[src/rtl/usart_rx.sv]
// 8N1 UART receiver, clk at 4x baud; majority-voted bits, one-byte holding register
// with sticky framing and overrun flags.
//  state   | meaning
//  S_IDLE  | waiting for a falling edge on the synchronised line
//  S_START | checking the start bit, glitches rejected at phase 3
//  S_DATA  | shifting in 8 data bits, LSB first
//  S_STOP  | checking the stop bit, exits at phase 2 to leave resync margin
module usart_rx #(
  parameter int SYNC_STAGES = 2
) (
  input  logic       i_clk,
  input  logic       i_reset,
  input  logic       i_rx,
  input  logic       i_read,
  output logic [7:0] o_rxdata,
  output logic       o_ready,
  output logic       o_frame_err,
  output logic       o_overrun,
  output logic       o_busy
);

  typedef enum logic [1:0] {S_IDLE, S_START, S_DATA, S_STOP} state_t;

  state_t                 r_state;
  logic [SYNC_STAGES-1:0] r_sync;
  logic                   r_rx_q;
  logic [1:0]             r_phase;
  logic [2:0]             r_bit_cnt;
  logic [7:0]             r_shift;
  logic                   r_s1;
  logic                   r_s2;
  logic [7:0]             r_rxdata;
  logic                   r_ready;
  logic                   r_frame_err;
  logic                   r_overrun;
  logic                   r_busy;

  logic w_rx_s;
  logic w_edge;
  logic w_maj;
  logic w_stop_ok;

  assign w_rx_s    = r_sync[SYNC_STAGES-1];
  assign w_edge    = r_rx_q & ~w_rx_s;
  // r_s1/r_s2 hold the phase-1 and phase-2 samples; the phase-3 sample is taken live
  assign w_maj     = (r_s1 & r_s2) | (r_s1 & w_rx_s) | (r_s2 & w_rx_s);
  assign w_stop_ok = r_s1 & w_rx_s;

  always_ff @(posedge i_clk) begin
    if (i_reset) r_sync <= '1;
    else         r_sync <= {r_sync[SYNC_STAGES-2:0], i_rx};
  end

  always_ff @(posedge i_clk) begin
    if (i_reset) begin
      r_state     <= S_IDLE;
      r_rx_q      <= 1'b1;
      r_phase     <= 2'd0;
      r_bit_cnt   <= 3'd0;
      r_shift     <= 8'h00;
      r_s1        <= 1'b1;
      r_s2        <= 1'b1;
      r_rxdata    <= 8'h00;
      r_ready     <= 1'b0;
      r_frame_err <= 1'b0;
      r_overrun   <= 1'b0;
      r_busy      <= 1'b0;
    end else begin
      r_rx_q <= w_rx_s;
      if (r_phase == 2'd1) r_s1 <= w_rx_s;
      if (r_phase == 2'd2) r_s2 <= w_rx_s;
      if (i_read) begin
        r_ready     <= 1'b0;
        r_frame_err <= 1'b0;
        r_overrun   <= 1'b0;
      end
      case (r_state)
        S_IDLE: begin
          r_phase <= 2'd0;
          if (w_edge) begin
            r_state <= S_START;
            r_phase <= 2'd1;
            r_busy  <= 1'b1;
          end
        end
        S_START: begin
          r_phase <= r_phase + 2'd1;
          if (r_phase == 2'd3) begin
            if (w_maj) begin
              r_state <= S_IDLE;
              r_busy  <= 1'b0;
            end else begin
              r_state   <= S_DATA;
              r_bit_cnt <= 3'd0;
            end
          end
        end
        S_DATA: begin
          r_phase <= r_phase + 2'd1;
          if (r_phase == 2'd3) begin
            r_shift   <= {w_maj, r_shift[7:1]};
            r_bit_cnt <= r_bit_cnt + 3'd1;
            if (r_bit_cnt == 3'd7) r_state <= S_STOP;
          end
        end
        S_STOP: begin
          r_phase <= r_phase + 2'd1;
          if (r_phase == 2'd2) begin
            r_state <= S_IDLE;
            r_phase <= 2'd0;
            r_busy  <= 1'b0;
            // completion overrides a same-cycle read of the previous byte
            if (w_stop_ok) begin
              r_rxdata <= r_shift;
              r_ready  <= 1'b1;
              if (r_ready && !i_read) r_overrun <= 1'b1;
            end else begin
              r_frame_err <= 1'b1;
            end
          end
        end
        default: begin
          r_state <= S_IDLE;
          r_busy  <= 1'b0;
        end
      endcase
    end
  end

  assign o_rxdata    = r_rxdata;
  assign o_ready     = r_ready;
  assign o_frame_err = r_frame_err;
  assign o_overrun   = r_overrun;
  assign o_busy      = r_busy;

endmodule

[config.mk]
export PLATFORM = sky130hd
export DESIGN_NAME = usart_rx
export DESIGN_NICKNAME = d
export VERILOG_FILES = /design/src/rtl/usart_rx.sv
export SDC_FILE = /design/constraint.sdc
export NUM_CORES = 1
export LEC_CHECK = 0
export ABC_AREA = 1
export BUFFER_PORTS_ARGS = -buffer_cell sky130_fd_sc_hd__buf_2
export CAP_MARGIN = 10
export CORE_UTILIZATION = 40
export CTS_CLUSTER_SIZE = 12
export DETAILED_ROUTE_END_ITERATION = 8
export PLACE_DENSITY = 0.63
export SETUP_SLACK_MARGIN = 0.05
export SYNTH_ARGS = -nofsm -noshare
export SYNTH_HDL_FRONTEND = slang
export SYNTH_SLANG_ARGS = --single-unit
[constraint.sdc]
create_clock -name i_clk -period 2 [get_ports i_clk]
set_input_delay 0.1 -clock i_clk [delete_from_list [all_inputs] [get_ports i_clk]]
set_output_delay 0.1 -clock i_clk [all_outputs]
set_load 0.05 [all_outputs]
==> impl_metrics.env <==
export IMPL_drcViolationCount=0
export IMPL_fmax_mhz=616
export IMPL_vias_per_cell=4.76
export IMPL_hp_class="input port to flop"
export IMPL_required_ns=2.28
export IMPL_grt_busiest_layer="met2"
export IMPL_fillCellCount=359
export IMPL_grtUsageTotal_pct=17.3
export IMPL_synth_top_area_cell="dfxtp_1"
export IMPL_synth_ff_type="dfxtp_1"
export IMPL_antenna_found_initial=0
export IMPL_rsz0062_at_grt="false"
export IMPL_num_vias=1185
export IMPL_dp_hpwl_microns=2020
export IMPL_combinationalPowerShare_pct=24.2
export IMPL_muxShareOfSynthArea_pct=0
export IMPL_synth_fp_nets=196
export IMPL_path_clk_slew_ns=0.10
export IMPL_grt_pass1_vias=1063
export IMPL_htree_levels=2
export IMPL_synth_common_cells="37 x nor2_1, 32 x dfxtp_1, 30 x nand2_1"
export IMPL_worst_slew_pin_slew_ns=0.562
export IMPL_period_share_pct=81.2
export IMPL_rows=21
export IMPL_synth_adder_area_share_pct=9.65
export IMPL_place_ws_ns=0.398
export IMPL_synth_edf_count=0
export IMPL_ys_async_sr_fraction_pct=0
export IMPL_crit_family="flip-flops"
export IMPL_initial_core_util_pct=42.4
export IMPL_cts_sinks=32
export IMPL_port_buffers=15
export IMPL_finalCriticalPeriod_ns=1.62
export IMPL_power_frac_seq_pct=43.3
export IMPL_cts_buffer_depth=2
export IMPL_critical_path_max_stage_delay_ns=0.43
export IMPL_netlist_instances=181
export IMPL_ant_nets=0
export IMPL_crit_path_cell_trace="inv_1 -> ha_1 -> o21ai_0 -> nand3_2 -> nand2_1 -> nand2_1 -> nor2_1"
export IMPL_postSynthAreaPerCell_sq_um=7.88
export IMPL_gr_usage_met3_pct=5.59
export IMPL_worstSetupStartpointType="flop"
export IMPL_synth_seq_cells=32
export IMPL_p_int_mw=1.17
export IMPL_slew_viol_final=0
export IMPL_synth_warnings=0
export IMPL_regArea_sq_um=641
export IMPL_p_per_area_nw_per_um2=1030
export IMPL_synthSimpleGateAreaFrac_pct=25.8
export IMPL_cp_end_kind="flop"
export IMPL_nets=217
export IMPL_outcome="complete, no violations"
export IMPL_dpl_cell_area_sq_um=1540
export IMPL_crit_type="flop to flop"
export IMPL_synth_area_sq_um=1430
export IMPL_fp_dieW_microns=61.7
export IMPL_wl_per_cell_microns=11.1
export IMPL_multi_input_area_sq_um=683
export IMPL_power_leakage_nw=0.817
export IMPL_max_cap_violations=0
export IMPL_synth_compound_area_share_pct=12.5
export IMPL_synth_top_area_share_pct=44.9
export IMPL_setup_viol=0
export IMPL_clock_root_buffer="clkbuf_4"
export IMPL_p_total_mw=1.71
export IMPL_core_area_sq_um=3360
export IMPL_crit_buf_inv=1
export IMPL_seq_area_frac_synth_pct=44.9
export IMPL_cp_common_cell="nand2_1"
export IMPL_final_setup_skew_ns=0.0100
export IMPL_swShare_pct=31.6
export IMPL_finalWorstSetupSlack_ns=0.376
export IMPL_place_congestion=0.874
export IMPL_dr_pass1_iters=5
export IMPL_syn2layout_area_growth_pct=16.1
export IMPL_die_height_microns=61.7
export IMPL_fin_area_sq_um=1660
export IMPL_p_sw_mw=0.539
export IMPL_crit_arrival_ns=1.90
export IMPL_grt_max_degree=23
export IMPL_stdcell_count=249
export IMPL_met2_usage_pct=27.0
export IMPL_slowest_stage="dfxtp_1"
export IMPL_io_pins=16
export IMPL_clockPowerShare_pct=32.4
export IMPL_hold_viol=0
export IMPL_cts_tree="done"
export IMPL_drt_iter0_drc=49
export IMPL_regToRegSetupSlack_ns=0.38
export IMPL_synth_top_family_by_area="simple AND/OR/NAND/NOR gates"
export IMPL_yosysMostFrequentCell="nor2_1"
export IMPL_post_place_cells=239
export IMPL_dieArea_sq_um=3810
export IMPL_holdWs_ns=0.0720
export IMPL_synth_area_leaders="dfxtp_1 45%, nor2_1 9.7%, ha_1 9.6%"
export IMPL_wl_microns=2760
export IMPL_gr_total_overflow=0
export IMPL_drive_above_1_share_pct=16.7
export IMPL_fin_util_pct=49.2
export IMPL_yosysUniqueCellTypes=27
export IMPL_worstPathMaxFanout=6
export IMPL_fin_setup_tns_ns=0
export IMPL_use_met1_pct=22.7
export IMPL_clk_latency_ns=0.33
export IMPL_synth_xor_area_share_pct=0
export IMPL_irDropWorstVdd_mv=0.572
export IMPL_slew_headroom_pct=62.5
export IMPL_antennaDiodeCount=0
export IMPL_numCtsBuffers=5
export IMPL_grt_pass1_wl_microns=4750
## cell families after synthesis
kind of cell               Yosys count
and+or+nand+nor                     82
AOI/OAI and AO/OA                   32
buffers and inverters               24
DFF                                 32
adders and majority gates           11
## worst reg2reg max path, cell delays in order (launching register included)
cell and delay, ns:
dfxtp_1 0.43, inv_1 0.13, ha_1 0.29, o21ai_0 0.30, nand3_2 0.16, nand2_1 0.09, nand2_1 0.05, nor2_1 0.12
## sequential cells by signal, summed over array words and instances (netlist names), named ones only
register     cells
o_overrun        1
r_s1             1
r_shift          8
r_sync           2
r_rx_q           1
r_state          1
o_busy           1
r_phase          2
r_s2             1
o_rxdata         8
r_bit_cnt        3
o_frame_err      1
o_ready          1
## worst paths after layout
kind / start / to / cells after the start
min reg2reg: r_sync[0] / r_sync[1] / 1
min: i_reset / o_ready / 2
max reg2reg: r_state[0] / r_bit_cnt[1] / 7
max: r_state[0] / r_bit_cnt[1] / 7
## per-layer routing
metal / wire, microns / up-vias
met4: 16 / 0
met5: 0 / -
li1: - / 628
met3: 123 / 2
met1: 1350 / 521
met2: 1270 / 34
## power groups by stage
stage          registers (mW)  clock network, mW  logic (mW)
2_1_floorplan           0.761                  0       0.314
3_3_place_gp            0.749                  0       0.388
3_5_place_dp            0.755                  0       0.407
4_1_cts                 0.741              0.565       0.414
5_1_grt                 0.747              0.590       0.474
6_report                0.740              0.553       0.414
## cells in the final DEF (no fill, tap or decap), drive strengths merged, types with 2 or more instances in the layout
master | Yosys | routed
o21ai | 19 | 19
nand4 | 3 | 3
nand2 | 32 | 32
nand3 | 4 | 4
or2 | 2 | 2
clkbuf | 2 | 7
buf | 1 | 15
dfxtp | 32 | 32
dlygate4sd3 | 0 | 2
ha | 11 | 11
inv | 20 | 20
a21oi | 8 | 8
nor3 | 2 | 2
nor2 | 39 | 39
## final cells by class
type	instances	area share [%]
clock buffers	7	3.93
repair buffers	17	5.74
inverters	21	5.06
clock inverters	1	1.81
flip-flops and latches	32	38.7
multi-input cells	125	41.3
well taps	46	3.48
## what timing repair did
action,CTS,global route
hold buffers,2,0
buffers inserted,0,0
resized for setup,0,0
hold endpoints to repair,2,0
Note: power is estimated with default switching activity, not from simulation.
